`config.mk`:
```
export PLATFORM = sky130hd
export DESIGN_NAME = rca8_multibyte_seq
export DESIGN_NICKNAME = d
export VERILOG_FILES = /design/src/rtl/rca8_multibyte_seq.sv
export SDC_FILE = /design/constraint.sdc
export NUM_CORES = 1
export LEC_CHECK = 0
export CORE_ASPECT_RATIO = 1.2
export CORE_MARGIN = 2
export CORE_UTILIZATION = 46
export CTS_BUF_LIST = sky130_fd_sc_hd__clkbuf_4
export CTS_CLUSTER_DIAMETER = 200
export DETAILED_ROUTE_END_ITERATION = 10
export PLACE_DENSITY = 0.81
export SYNTH_ARGS = -nofsm -noshare
export SYNTH_HDL_FRONTEND = slang
export SYNTH_SLANG_ARGS = --single-unit
```
`constraint.sdc`:
```
create_clock -name clk -period 5.8 [get_ports clk]
set_clock_uncertainty 0.15 [all_clocks]
set_input_delay 0.87 -clock clk [delete_from_list [all_inputs] [get_ports clk]]
set_output_delay 0.87 -clock clk [all_outputs]
set_load 0.005 [all_outputs]
```
`src/rtl/rca8_multibyte_seq.sv`:
```
// ---------------------------------------------------------------------------
// rca8_multibyte_seq
//   Sequencer that drives an external 8-bit ripple-carry adder to perform a
//   wide (8*NBYTES-bit) addition one byte per clock, LSB byte first. Each
//   byte's carry-out is registered and fed back as the next byte's carry-in.
//
//   Optional feature macro: RCA8_SEQ_OVF_EN
//     defined   -> signed overflow flag computed on the final byte
//     undefined -> ovf tied to 0, no overflow logic
//
// Ports
//   clk       in   1  system clock, rising edge
//   rst_n     in   1  synchronous active-low reset
//   start     in   1  latch a_in/b_in/cin and begin an addition
//   a_in      in   W  operand A
//   b_in      in   W  operand B
//   cin       in   1  carry-in to byte 0
//   rca_a     out  8  byte of A presented to the adder
//   rca_b     out  8  byte of B presented to the adder
//   rca_cin   out  1  carry presented to the adder
//   rca_s     in   8  adder sum (combinational from rca_a/rca_b/rca_cin)
//   rca_cout  in   1  adder carry-out
//   busy      out  1  high while bytes are being added
//   done      out  1  one-cycle pulse, result valid
//   sum_out   out  W  result, held until the next accepted start
//   cout      out  1  final carry-out, held with sum_out
//   ovf       out  1  signed overflow (0 unless RCA8_SEQ_OVF_EN)
// ---------------------------------------------------------------------------
module rca8_multibyte_seq #(
   parameter  int NBYTES = 4,
   localparam int W      = 8 * NBYTES
) (
   input  logic         clk,
   input  logic         rst_n,
   input  logic         start,
   input  logic [W-1:0] a_in,
   input  logic [W-1:0] b_in,
   input  logic         cin,
   output logic [7:0]   rca_a,
   output logic [7:0]   rca_b,
   output logic         rca_cin,
   input  logic [7:0]   rca_s,
   input  logic         rca_cout,
   output logic         busy,
   output logic         done,
   output logic [W-1:0] sum_out,
   output logic         cout,
   output logic         ovf
);

   // Index is kept at least one bit wide so NBYTES=1 still elaborates.
   localparam int            IW   = (NBYTES > 1) ? $clog2(NBYTES) : 1;
   localparam logic [IW-1:0] LAST = IW'(NBYTES - 1);

   typedef enum logic [1:0] {IDLE, RUN, DONE} state_t;

   state_t        state_q, state_d;
   logic [IW-1:0] idx_q;
   logic [W-1:0]  a_lat, b_lat, sum_q;
   logic          cin_lat, carry_q, cout_q;
   logic          accept, last;

   // A start is honoured in IDLE and DONE (back-to-back), never mid-RUN.
   assign accept = start && (state_q != RUN);
   assign last   = (idx_q == LAST);

   always_comb begin
      state_d = state_q;
      rca_a   = 8'h00;
      rca_b   = 8'h00;
      rca_cin = 1'b0;
      unique case (state_q)
         IDLE: if (start) state_d = RUN;
         RUN: begin
            rca_a   = a_lat[8*idx_q +: 8];
            rca_b   = b_lat[8*idx_q +: 8];
            // Byte 0 takes the caller's carry; later bytes the ripple carry.
            rca_cin = (idx_q == '0) ? cin_lat : carry_q;
            if (last) state_d = DONE;
         end
         DONE:    state_d = start ? RUN : IDLE;
         default: state_d = IDLE;
      endcase
   end

   always_ff @(posedge clk) begin
      if (!rst_n) begin
         state_q <= IDLE;
         idx_q   <= '0;
         a_lat   <= '0;
         b_lat   <= '0;
         cin_lat <= 1'b0;
         carry_q <= 1'b0;
         sum_q   <= '0;
         cout_q  <= 1'b0;
      end else begin
         state_q <= state_d;
         if (accept) begin
            a_lat   <= a_in;
            b_lat   <= b_in;
            cin_lat <= cin;
            idx_q   <= '0;
         end else if (state_q == RUN) begin
            sum_q[8*idx_q +: 8] <= rca_s;
            carry_q             <= rca_cout;
            if (last) begin
               idx_q  <= '0;
               cout_q <= rca_cout;
            end else begin
               idx_q  <= idx_q + 1'b1;
            end
         end
      end
   end

`ifdef RCA8_SEQ_OVF_EN
   // Carry into the MSB is recovered from the sum bit: s7 = a7^b7^c_in7.
   logic ovf_q;
   always_ff @(posedge clk) begin
      if (!rst_n)
         ovf_q <= 1'b0;
      else if (accept)
         ovf_q <= 1'b0;
      else if (state_q == RUN && last)
         ovf_q <= rca_cout ^ (rca_a[7] ^ rca_b[7] ^ rca_s[7]);
   end
   assign ovf = ovf_q;
`else
   assign ovf = 1'b0;
`endif

   assign busy    = (state_q == RUN);
   assign done    = (state_q == DONE);
   assign sum_out = sum_q;
   assign cout    = cout_q;

endmodule

```
# Yosys cells after proc, flatten, opt, wreduce, memory -nomap -nowiden
# Index checks and enable logic that the tools add are counted.
# classes
n_addsub	2
eq_ne	6
shifts	4
n_mux	10
n_bitwise	2
n_reduce_logical	7
# ops
op	count
32-bit by 6-bit indexed part select with 8-bit output	2
5-bit negation with 34-bit output	1
8-bit by 34-bit variable shift with 32-bit output (first input constant)	1
8-bit by 34-bit indexed part select with 32-bit output	1
32-bit bitwise mux	1
8-bit two-way mux	2
2-bit two-way mux	3
2-bit one-hot mux with 3 select lines	1
2-bit equality test (second input constant)	2
2-bit logical NOT	2
2-bit by 1-bit inequality test with 1-bit output (second input constant)	2
2-bit AND reduction	2
1-bit two-way mux	3
3-bit AND reduction	1
2-bit by 1-bit adder with 2-bit output (second input constant)	1
2-bit by 1-bit equality test with 1-bit output (second input constant)	1
2-bit inequality test (second input constant)	1
1-bit inverter	2
2-bit OR reduction	1
1-bit logical AND	1
# word_totals
regBits	103
wordCells	39

# Logic depth before layout (Yosys ltp)
# Gate-level depths: netlist of the first run.
# depth
depth_word	4
ltp_mapped	8
mapped_depth_nobuf	5

# Worst setup path before layout of the first run
# OpenSTA, ideal clock, no wires.
# synth_timing
path_kind	register to output
start	register idx_q[0]
end	output rca_b[1]
arrival_ns	1.316
t_required_ns	4.780
path_slack_ns	3.464
stages_incl_launch_ff	4
path_cell_list	dfxtp_1 -> buf_2 -> mux4_2 -> and2_1
# synth_via
elab_chain_cells	2
# synth_rtl
item	line_no	rtl
start: declaration	58	logic [IW-1:0] idx_q;
start signal: assignment	110	idx_q <= idx_q + 1'b1;
32-bit by 6-bit indexed part select with 8-bit output	76	rca_b = b_lat[8*idx_q +: 8];
8-bit two-way mux	72	unique case (state_q)
end: declaration	40	output logic [7:0] rca_b,
# Every way passes these cells.

# Worst setup path after layout of the first run
# layout_timing
start	register state_q[1]
end	output rca_b[0]
# layout_via
elab_chain_cells	2
# layout_rtl
item	line_no	rtl
start: declaration	57	state_t state_q, state_d;
start signal: assignment	97	state_q <= state_d;
2-bit by 1-bit equality test with 1-bit output	72	
8-bit two-way mux	72	
# Every way passes these cells.

==> metrics.md, run 1 <==
| Metric | Value |
|---|---|
| Run status | complete, no violations |
| Type of the tightest min-delay check | reg -> reg |
| Period Utilization, post-route | 70.7% |
| Effective utilization at floorplan | 47.0% |
| Highest ir drop seen on vdd | 0.145 mV |
| Data arrival, critical path | 3.08 ns |
| Buf/Inv on CP | 3 |
| Die X-Extent | 93.8 um |
| Slew of the pin with the lowest slew margin | 1.18 ns |
| Async S/R FF share, synth | 0% |
| Category of the worst setup path capture point | output port |
| WL final | 11900 um |
| RD Place Congestion | 0.853 |
| Placed wire-length estimate after detailed placement | 8050 um |
| Layout overhead on the synthesized area | 30.3% |
| DP Area | 5680 um^2 |
| Largest incremental delay on the critical path | 0.94 ns |
| Detailed Route Iter0 Violations | 312 |
| Max Transition Viols Final | 0 |
| Number of gates given a new drive strength after cts | 0 |
| Nets | 681 |
| Detailed-route wire length per cell | 16.4 um |
| Start point of the worst hold path | sum_out[31] |
| I/O pins | 130 |
| Number of hold violations in the final report | 0 |
| Worst max-slew margin expressed relative to the limit | 21.0% |
| Cts bufs inserted | 9 |
| Total number of yosys warnings | 0 |
| Category of cells accounting for the largest share of critical-path delay | buffers and inverters |
| Global-route congestion overflow total | 0 |
| Cell count after synthesis | 507 |
| Type of origin of the critical path | flip-flop |
| Terminus of the critical flop-to-flop path | sum_out[3] |
| Post-route standard cell area excluding fillers | 5800 um^2 |
| Final critical delay including setup and external delays | 4.10 ns |
| Clock-pin slew of the registers on the worst-case setup and hold paths | 0.13 ns |
| Cell at the slowest stage of the critical path | sky130_fd_sc_hd__inv_2 |
| Ratio of total power to cell area | 227 nW/um^2 |
| Max-cap viol count | 0 |
| Number of nets produced by synthesis | 590 |
| Via count | 4142 |
| Unrepaired setup endpoints after global routing | false |
| Number of failing setup endpoints in the final timing report | 0 |
| Total Routing Usage GR | 22.5% |
| First-pass detailed-route iteration total | 6 |
| Antenna violations before repair | 0 |
| Setup_tns | 0 ns |
| Synth Area per Inst | 8.78 um^2 |
| #FFs+latches synth | 103 |
| First-pass GRT wire length | 18700 um |
| Number of placement rows | 39 |
| Proportion of layout cells with a drive suffix above 1 | 6.66% |
| Instance count along the most critical hold path | 2 |
| Vias in the first global route | 3823 |
| Count of distinct cell types in the synthesized netlist | 32 |
| Clock latency at the later pin of the worst-skew pair | 0.44 ns |
| Worst setup path class | reg -> out |
| Core area | 9470 um^2 |
| CTS hold repair buffers | 0 |
| Count of unresolved DRC violations after routing | 0 |
| Leakage Power | 1.99 nW |
| Critical Path Fanout Max | 88 |
| CTS Root Cell | sky130_fd_sc_hd__clkbuf_4 |
| Achievable Freq | 244 MHz |
| Die area | 10500 um^2 |
| Number of input and output port buffers inserted | 128 |
| Number of buffers on the longest clock path | 2 |
| Clock sink count | 103 |
| Number of inserted diodes | 0 |
| Crit path required time | 4.78 ns |
| End point of the most critical hold path | sum_out[31] |
| Height of the chip | 112 um |
| Critical path cell sequence | nand2b_2 > buf_4 > inv_2 > and2_1 > clkdlybuf4s50_1 |
| Prevailing post-synth register cell | sky130_fd_sc_hd__dfxtp_1 |
| Origin of the critical flop-to-flop path | idx_q[1] |
| Worst reg2reg path depth | 5 |
| Via-to-Cell Ratio | 5.72 |
| Pin count of the biggest net entering global routing | 89 |
| Post-synth design cell area | 4450 um^2 |
| H-tree lvl count | 3 |
| Total setup buffers inserted after CTS | 0 |
| Setup slack of the most critical reg-to-reg path | 2.99 ns |
| Number of enable flip-flop cells after synthesis | 0 |
| Share of the yosys chip area belonging to registers | 46.3% |
| Clock tree from TritonCTS | yes |
| DRT antenna net count | 0 |
## layout make-up
type                       count  area, um^2
clock buffer                   9        67.6
fill                         797        3670
multi-input combinational    344        2120
sequential                   103        2060
inverter                       6        22.5
tap                          123         154
clock inverter                 5        51.3
timing repair buffer         134        1320
## layer usage
metal,wire (um),part of all wire (%),track usage (%),vias up
met5,0,0,0,-
met4,356,3.0,10.9,0
li1,-,-,-,1991
met3,803,6.8,4.74,25
met1,4860,41,29.3,1951
met2,5880,49,35.3,175
## cells by family (layout without fill, tap and decap cells)
| kind of cell | Yosys count | in the layout | synth area share, % |
|---|---|---|---|
| compound gates | 169 | 169 | 20.4 |
| fa+ha+maj | 6 | 6 | 1.69 |
| buf+inv | 60 | 154 | 6.04 |
| mux | 18 | 18 | 8.55 |
| simple gates | 150 | 150 | 16.9 |
| other cells | 1 | 1 | 0.0843 |
| flops | 103 | 103 | 46.3 |
## synth_stat cells, types with 2 or more instances
library cell	number	area share, %
sky130_fd_sc_hd__dfxtp_1	103	46
sky130_fd_sc_hd__a21oi_1	71	8.0
sky130_fd_sc_hd__nand3_1	67	7.5
sky130_fd_sc_hd__o21ai_0	66	7.4
sky130_fd_sc_hd__nand2_1	44	3.7
sky130_fd_sc_hd__clkbuf_1	25	2.1
sky130_fd_sc_hd__o22ai_1	23	3.2
sky130_fd_sc_hd__buf_2	22	2.5
sky130_fd_sc_hd__and2_1	18	2.5
sky130_fd_sc_hd__mux4_2	16	8.1
sky130_fd_sc_hd__a22o_1	6	1.2
sky130_fd_sc_hd__ha_1	6	1.7
sky130_fd_sc_hd__inv_1	5	0.42
sky130_fd_sc_hd__nand4_1	5	0.70
sky130_fd_sc_hd__buf_4	4	0.67
sky130_fd_sc_hd__nand2b_1	3	0.42
sky130_fd_sc_hd__nor2_1	3	0.25
sky130_fd_sc_hd__nor2b_1	3	0.42
sky130_fd_sc_hd__and3b_1	2	0.39
sky130_fd_sc_hd__buf_1	2	0.17
sky130_fd_sc_hd__mux2i_1	2	0.45
## power breakdown
group          leakage (nW)  switching (mW)  total (mW)  internal, mW
Combinational          1.08           0.102       0.207         0.105
Sequential            0.841          0.0194       0.760         0.740
Clock                0.0667           0.223       0.347         0.125
Total                  1.99           0.344        1.31         0.970
## worst reg2reg max path, stage by stage (launching register included)
cell,delay [ns]
sky130_fd_sc_hd__dfxtp_1,0.99
sky130_fd_sc_hd__inv_1,0.22
sky130_fd_sc_hd__ha_1,0.43
sky130_fd_sc_hd__nor3b_2,0.32
sky130_fd_sc_hd__nand4_1,0.38
sky130_fd_sc_hd__o22ai_1,0.28
## through the flow
| step | instances | hold WS, ns | worst slack, ns | util (%) | total power [mW] |
|---|---|---|---|---|---|
| 2_1_floorplan | 507 | 0.286 | 3.46 | - | 0.886 |
| 3_3_place_gp | 710 | 0.292 | 2.25 | 60.0 | 0.976 |
| 3_5_place_dp | 710 | 0.306 | 2.22 | 60.0 | 0.982 |
| 4_1_cts | 724 | 0.325 | 1.69 | 61.3 | 1.32 |
| 5_1_grt | 724 | 0.345 | 1.43 | 61.3 | 1.37 |
| 6_report | 724 | 0.320 | 1.70 | 61.3 | 1.31 |
## worst max path at each step
stage	slack, ns	startpoint	to	depth (start not counted)
after floorplan	3.46	idx_q[0]	rca_b[1]	3
after detailed placement	2.22	state_q[1]	rca_b[0]	5
after global routing	1.43	state_q[0]	rca_a[2]	5
final	1.70	state_q[1]	rca_b[0]	5
after CTS	1.69	state_q[1]	rca_a[7]	5
after global placement	2.25	state_q[1]	rca_a[5]	5
## state kept, by name, summed over array words and instances, names as in the netlist
signal	count
cout	1
a_lat	32
b_lat	32
sum_out	32
carry_q	1
idx_q	2
cin_lat	1
state_q	2
## cells in the final DEF (no fill, tap or decap), types with 2 or more instances in the layout
cell | synthesis | layout
sky130_fd_sc_hd__nand2_1 | 44 | 44
sky130_fd_sc_hd__clkdlybuf4s50_1 | 0 | 127
sky130_fd_sc_hd__inv_1 | 5 | 4
sky130_fd_sc_hd__dfxtp_1 | 103 | 103
sky130_fd_sc_hd__nand3_1 | 67 | 67
sky130_fd_sc_hd__and2_1 | 18 | 18
sky130_fd_sc_hd__and3b_1 | 2 | 2
sky130_fd_sc_hd__nor2b_1 | 3 | 3
sky130_fd_sc_hd__nand4_1 | 5 | 5
sky130_fd_sc_hd__mux4_2 | 16 | 16
sky130_fd_sc_hd__nor2_1 | 3 | 3
sky130_fd_sc_hd__clkbuf_4 | 0 | 9
sky130_fd_sc_hd__a22o_1 | 6 | 6
sky130_fd_sc_hd__nand2b_1 | 3 | 2
sky130_fd_sc_hd__inv_2 | 1 | 2
sky130_fd_sc_hd__ha_1 | 6 | 6
sky130_fd_sc_hd__mux2i_1 | 2 | 2
sky130_fd_sc_hd__o22ai_1 | 23 | 23
sky130_fd_sc_hd__a21oi_1 | 71 | 71
sky130_fd_sc_hd__buf_4 | 4 | 6
sky130_fd_sc_hd__clkinv_1 | 0 | 2
sky130_fd_sc_hd__o21ai_0 | 66 | 66
(Power assumes the default switching activity.)
==> inputs of run 2 (changes only) <==
Clock period 5.8 ns to 4 ns, I/O delays scaled along.
==> run 2 against run 1 <==
  * Critical path depth down 1
  * Sequential cell count unchanged
  * First-iteration DRC count down 18%
  * Largest cell class unchanged
==> metrics.md, run 2 (synthesized netlist as in run 1, its figures left out) <==
| Metric | Value |
|---|---|
| Cts bufs inserted | 9 |
| Count of unresolved DRC violations after routing | 0 |
| WL final | 11900 um |
| Ratio of total power to cell area | 325 nW/um^2 |
| I/O pins | 130 |
| Instance count along the most critical hold path | 2 |
| Leakage Power | 2.01 nW |
| Height of the chip | 112 um |
| H-tree lvl count | 3 |
| Detailed-route wire length per cell | 16.3 um |
| Clock sink count | 103 |
| Nets | 685 |
| Global-route congestion overflow total | 0 |
| Clock tree from TritonCTS | yes |
| Die area | 10500 um^2 |
| Final critical delay including setup and external delays | 3.11 ns |
| Crit path setup slack, layout | 0.892 ns |
| Number of failing setup endpoints in the final timing report | 0 |
| Number of placement rows | 39 |
| Via count | 4179 |
| Antenna violations before repair | 1 |
| Period Utilization, post-route | 77.7% |
| Total setup buffers inserted after CTS | 0 |
| Category of the worst setup path capture point | output port |
| Die X-Extent | 93.8 um |
| Clock latency at the later pin of the worst-skew pair | 0.44 ns |
| Achievable Freq | 322 MHz |
| Pin count of the biggest net entering global routing | 74 |
| Setup_tns | 0 ns |
| Placed wire-length estimate after detailed placement | 8320 um |
| Worst slack after detailed placement | 1.37 ns |
| Max Transition Viols Final | 0 |
| CTS Root Cell | sky130_fd_sc_hd__clkbuf_4 |
| Number of buffers on the longest clock path | 2 |
| Number of gates given a new drive strength after cts | 0 |
| Type of the tightest min-delay check | reg -> reg |
| Crit path required time | 3.25 ns |
| Unrepaired setup endpoints after global routing | false |
| Run status | complete, no violations |
| Layout overhead on the synthesized area | 31.3% |
| Worst setup path class | reg -> out |
| Detailed Route Iter0 Violations | 255 |
| Worst reg2reg path depth | 6 |
| Data arrival, critical path | 2.36 ns |
| Slew of the pin with the lowest slew margin | 0.905 ns |
| Critical Path Fanout Max | 12 |
| Type of origin of the critical path | flip-flop |
| Clock-pin slew of the registers on the worst-case setup and hold paths | 0.16 ns |
| RD Place Congestion | 0.834 |
| First-pass detailed-route iteration total | 5 |
| Total Routing Usage GR | 23.2% |
| First-pass GRT wire length | 19600 um |
| Effective utilization at floorplan | 47.0% |
| Proportion of layout cells with a drive suffix above 1 | 7.76% |
| Most used cells in the layout excluding fill and tap cells | sky130_fd_sc_hd__clkdlybuf4s50_1, sky130_fd_sc_hd__dfxtp_1, sky130_fd_sc_hd__a21oi_1 |
| Max-cap viol count | 0 |
| Worst max-slew margin expressed relative to the limit | 39.6% |
| DRT antenna net count | 0 |
| CTS hold repair buffers | 0 |
| Via-to-Cell Ratio | 5.72 |
| Most common library cell in the layout ignoring fill and taps | sky130_fd_sc_hd__clkdlybuf4s50_1 |
| Vias in the first global route | 4047 |
| Core area | 9470 um^2 |
| Final-layout fill cell count | 816 |
| Number of input and output port buffers inserted | 128 |
| Number of hold violations in the final report | 0 |
| Highest ir drop seen on vdd | 0.161 mV |
run 2: cell types whose count changed in the layout (fill, tap and decap cells not counted), sizes merged:
cell / change
diode: +1
inv: +2
clkinv: -4
clkbuf: +1
bufinv: -1
clkinvlp: +3
buf: +4
run 2: metrics by stage:
step | instance area, um^2 | hold slack (ns) | cells | utilization, % | power (mW)
floorplan | 4450 | 0.286 | 507 | - | 1.29
global placement | 5720 | 0.293 | 714 | 60.5 | 1.42
detailed placement | 5720 | 0.306 | 714 | 60.5 | 1.43
CTS | 5840 | 0.326 | 729 | 61.7 | 1.90
global route | 5840 | 0.341 | 730 | 61.7 | 1.98
finish | 5840 | 0.322 | 730 | 61.7 | 1.90
run 2: report_power, final:
group	total [mW]	internal (mW)	switching, mW
Clock	0.492	0.138	0.354
Combinational	0.309	0.157	0.151
Sequential	1.10	1.07	0.0249
run 2: routing by layer:
layer | vias to the layer above | part of all wire (%) | global-route usage (%) | wire length, um
met2 | 185 | 50 | 38.4 | 5920
met4 | 0 | 3.4 | 10.4 | 401
li1 | 2010 | - | - | -
met5 | - | 0 | 0 | 0
met1 | 1953 | 40 | 29.2 | 4790
met3 | 31 | 6.6 | 4.53 | 781
run 2: path summary, 6_finish.rpt:
path / startpoint / slack, ns / end
setup / recovery: idx_q[1] / 0.89 / rca_b[0]
hold / removal: sum_out[26] / 0.32 / sum_out[26]
setup reg to reg: idx_q[0] / 1.52 / sum_out[5]
hold reg to reg: sum_out[26] / 0.32 / sum_out[26]
run 2: worst max-delay path, cell delays in order, from the launching register on:
cell and delay, ns:
sky130_fd_sc_hd__dfxtp_1 0.68, sky130_fd_sc_hd__buf_4 0.31, sky130_fd_sc_hd__mux4_2 0.32, sky130_fd_sc_hd__and2_1 0.17
sky130_fd_sc_hd__clkdlybuf4s50_1 0.44
run 2: cell type report:
| class | instances | area [um^2] | area share, % |
|---|---|---|---|
| antenna | 1 | 2.50 | 0.0428 |
| clock buffer | 10 | 75.1 | 1.28 |
| clock inverter | 5 | 42.5 | 0.728 |
| inverter | 6 | 22.5 | 0.385 |
| multi-input combinational | 344 | 2120 | 36.3 |
| sequential | 103 | 2060 | 35.3 |
| tap | 123 | 154 | 2.63 |
| timing repair buffer | 138 | 1360 | 23.3 |
==> inputs of run 3 (changes only) <==
Settings changed: CORE_UTILIZATION 46 to 44.
Clock period 4 ns to 2.5 ns, I/O delays scaled along.
==> run 3 against run 2 <==
  * The run now ends with setup timing left
  * Die area increased by 4.4%
  * Core utilization decreased by 0.42 points
  * First-iteration DRC count increased by 50%
  * Final area up 4.0%
  * Non-clock buffer count grew 7
  * Cell count is 1.4% higher
  * Worst setup slack got worse by 1.0 ns
  * Sequential share of layout area fell by 1.3 points
  * Highest routed layer unchanged
  * Total power up 70%
  * Critical endpoint is now rca_b[3]
  * Largest power group unchanged
  * Via count increased by 1.5%
  * Critical path depth stayed put
==> metrics.md, run 3 (synthesized netlist as in run 1, its figures left out) <==
| Metric | Value |
|---|---|
| Type of the tightest min-delay check | in -> reg |
| Max Transition Viols Final | 0 |
| Instance count along the most critical hold path | 3 |
| First-pass detailed-route iteration total | 5 |
| Number of placement rows | 40 |
| Final critical delay including setup and external delays | 2.65 ns |
| Period Utilization, post-route | 106% |
| Unrepaired setup endpoints after global routing | true |
| RD Place Congestion | 0.810 |
| Via count | 4241 |
| Final-layout fill cell count | 830 |
| Clock latency at the later pin of the worst-skew pair | 0.46 ns |
| Data arrival, critical path | 2.12 ns |
| Slew of the pin with the lowest slew margin | 0.724 ns |
| Setup slack of the most critical reg-to-reg path | 0.15 ns |
| Count of unresolved DRC violations after routing | 0 |
| Crit path required time | 1.98 ns |
| Violations in the final reports | setup timing |
| Category of the worst setup path capture point | output port |
| Run status | finished, violations left |
| Layout overhead on the synthesized area | 36.5% |
| Core area | 9910 um^2 |
| Met2 GRT Util | 37.6% |
| DRT antenna net count | 0 |
| Critical Path Fanout Max | 8 |
| H-tree lvl count | 3 |
| Number of failing setup endpoints in the final timing report | 1 |
| Antenna violations before repair | 0 |
| Via-to-Cell Ratio | 5.73 |
| Number of input and output port buffers inserted | 128 |
| Nets | 692 |
| Highest ir drop seen on vdd | 0.266 mV |
| WL final | 12300 um |
| Clock sink count | 103 |
| Setup_tns | -0.146 ns |
| Crit path setup slack, layout | -0.146 ns |
| Vias in the first global route | 4026 |
| Clock-pin slew of the registers on the worst-case setup and hold paths | 0.17 ns |
| Number of buffers on the longest clock path | 2 |
| Achievable Freq | 378 MHz |
| Type of origin of the critical path | flip-flop |
| Most common library cell in the layout ignoring fill and taps | sky130_fd_sc_hd__clkdlybuf4s50_1 |
| Proportion of layout cells with a drive suffix above 1 | 10.3% |
| GR Layer Usage met3 | 4.87% |
| End point of the most critical hold path | a_lat[22] |
| Detailed-route wire length per cell | 16.6 um |
| Placed wire-length estimate after detailed placement | 8270 um |
| Clock tree from TritonCTS | yes |
| Worst reg2reg path depth | 6 |
| Pin count of the biggest net entering global routing | 73 |
| Area taken by multi-input logic gates | 2130 um^2 |
| Global-route congestion overflow total | 0 |
| First-pass GRT wire length | 19000 um |
| Detailed Route Iter0 Violations | 382 |
| Height of the chip | 114 um |
| CTS Root Cell | sky130_fd_sc_hd__clkbuf_4 |
| Start point of the worst hold path | a_in[22] |
| Die area | 10900 um^2 |
| Worst max-slew margin expressed relative to the limit | 51.7% |
| Busiest metal layer after global routing | met2 |
| Total Routing Usage GR | 22.2% |
| Most used cells in the layout excluding fill and tap cells | sky130_fd_sc_hd__clkdlybuf4s50_1, sky130_fd_sc_hd__dfxtp_1, sky130_fd_sc_hd__a21oi_1 |
| Met1 usage in global routing | 27.1% |
| Register area | 2070 um^2 |
| Worst setup path class | reg -> out |
| Terminus of the critical flop-to-flop path | sum_out[3] |
| Leakage Power | 2.35 nW |
| Max-cap viol count | 0 |
| Die X-Extent | 95.8 um |
| Origin of the critical flop-to-flop path | idx_q[0] |
| I/O pins | 130 |
| Worst slack after detailed placement | 0.177 ns |
| Cts bufs inserted | 9 |
| Number of hold violations in the final report | 0 |
| Effective utilization at floorplan | 44.9% |
| Ratio of total power to cell area | 532 nW/um^2 |
| Number of inserted diodes | 0 |
## run 3: cell count changes in the layout (fill, tap and decap cells not counted), moves of 2 or more
cell,change
sky130_fd_sc_hd__clkdlybuf4s50_1,-16
sky130_fd_sc_hd__clkinvlp_4,-2
sky130_fd_sc_hd__inv_6,+2
sky130_fd_sc_hd__and2_1,-2
sky130_fd_sc_hd__dlymetal6s2s_1,+13
sky130_fd_sc_hd__buf_6,+3
sky130_fd_sc_hd__dfxtp_1,-2
sky130_fd_sc_hd__clkbuf_2,+2
sky130_fd_sc_hd__buf_12,+3
sky130_fd_sc_hd__and2_4,+2
## run 3: how the worst max path moves through the flow
stage	from	end	slack (ns)	depth (start not counted)
6_report	idx_q[0]	rca_b[3]	-0.15	4
5_1_grt	idx_q[0]	rca_b[3]	-0.24	4
4_1_cts	idx_q[0]	rca_a[6]	-0.21	4
3_5_place_dp	idx_q[0]	sum_out[4]	0.18	6
3_3_place_gp	idx_q[0]	rca_cin	0.28	6
2_1_floorplan	idx_q[1]	sum_out[0]	0.37	7
## run 3: routing by layer
layer | wire, um | share of wire (%)
met1 | 4740 | 39
met3 | 1010 | 8.2
met4 | 337 | 2.7
met5 | 0 | 0
met2 | 6170 | 50
## run 3: where the power goes
part           switching (mW)  internal, mW  leakage [nW]  total (mW)
Combinational           0.254         0.281          1.42       0.534
Clock                   0.603         0.339        0.0881       0.941
Sequential             0.0419          1.72         0.842        1.76
Total                   0.898          2.34          2.35        3.24
## run 3: cell type report
cell class	instances	share of cell area [%]
clock buffer	9	1.11
clock inverter	7	1.57
tap	126	2.59
sequential	103	34.0
timing repair buffer	145	25.2
inverter	6	0.474
multi-input combinational	344	35.0
## run 3: critical path, cell delays in order (launching register included)
cell,delay [ns]
sky130_fd_sc_hd__dfxtp_4,0.41
sky130_fd_sc_hd__buf_12,0.14
sky130_fd_sc_hd__mux4_2,0.49
sky130_fd_sc_hd__and2_1,0.17
sky130_fd_sc_hd__clkdlybuf4s50_1,0.45
## run 3: timing repair
item	4_1_cts	5_1_grt
buffers inserted	0	2
setup endpoints to repair	18	18
gates cloned	1	1
hold buffers	0	0
resized for setup	5	31
pin swaps	0	2
## run 3: stage by stage
step	instances	total power [mW]	area, um^2	hold slack (ns)	util [%]
after floorplan	507	2.06	4450	0.286	-
after global placement	720	2.28	5760	0.292	58.2
after detailed placement	720	2.29	5760	0.302	58.2
after CTS	737	3.23	5970	0.259	60.2
after global routing	740	3.38	6080	0.255	61.3
final	740	3.24	6080	0.287	61.3
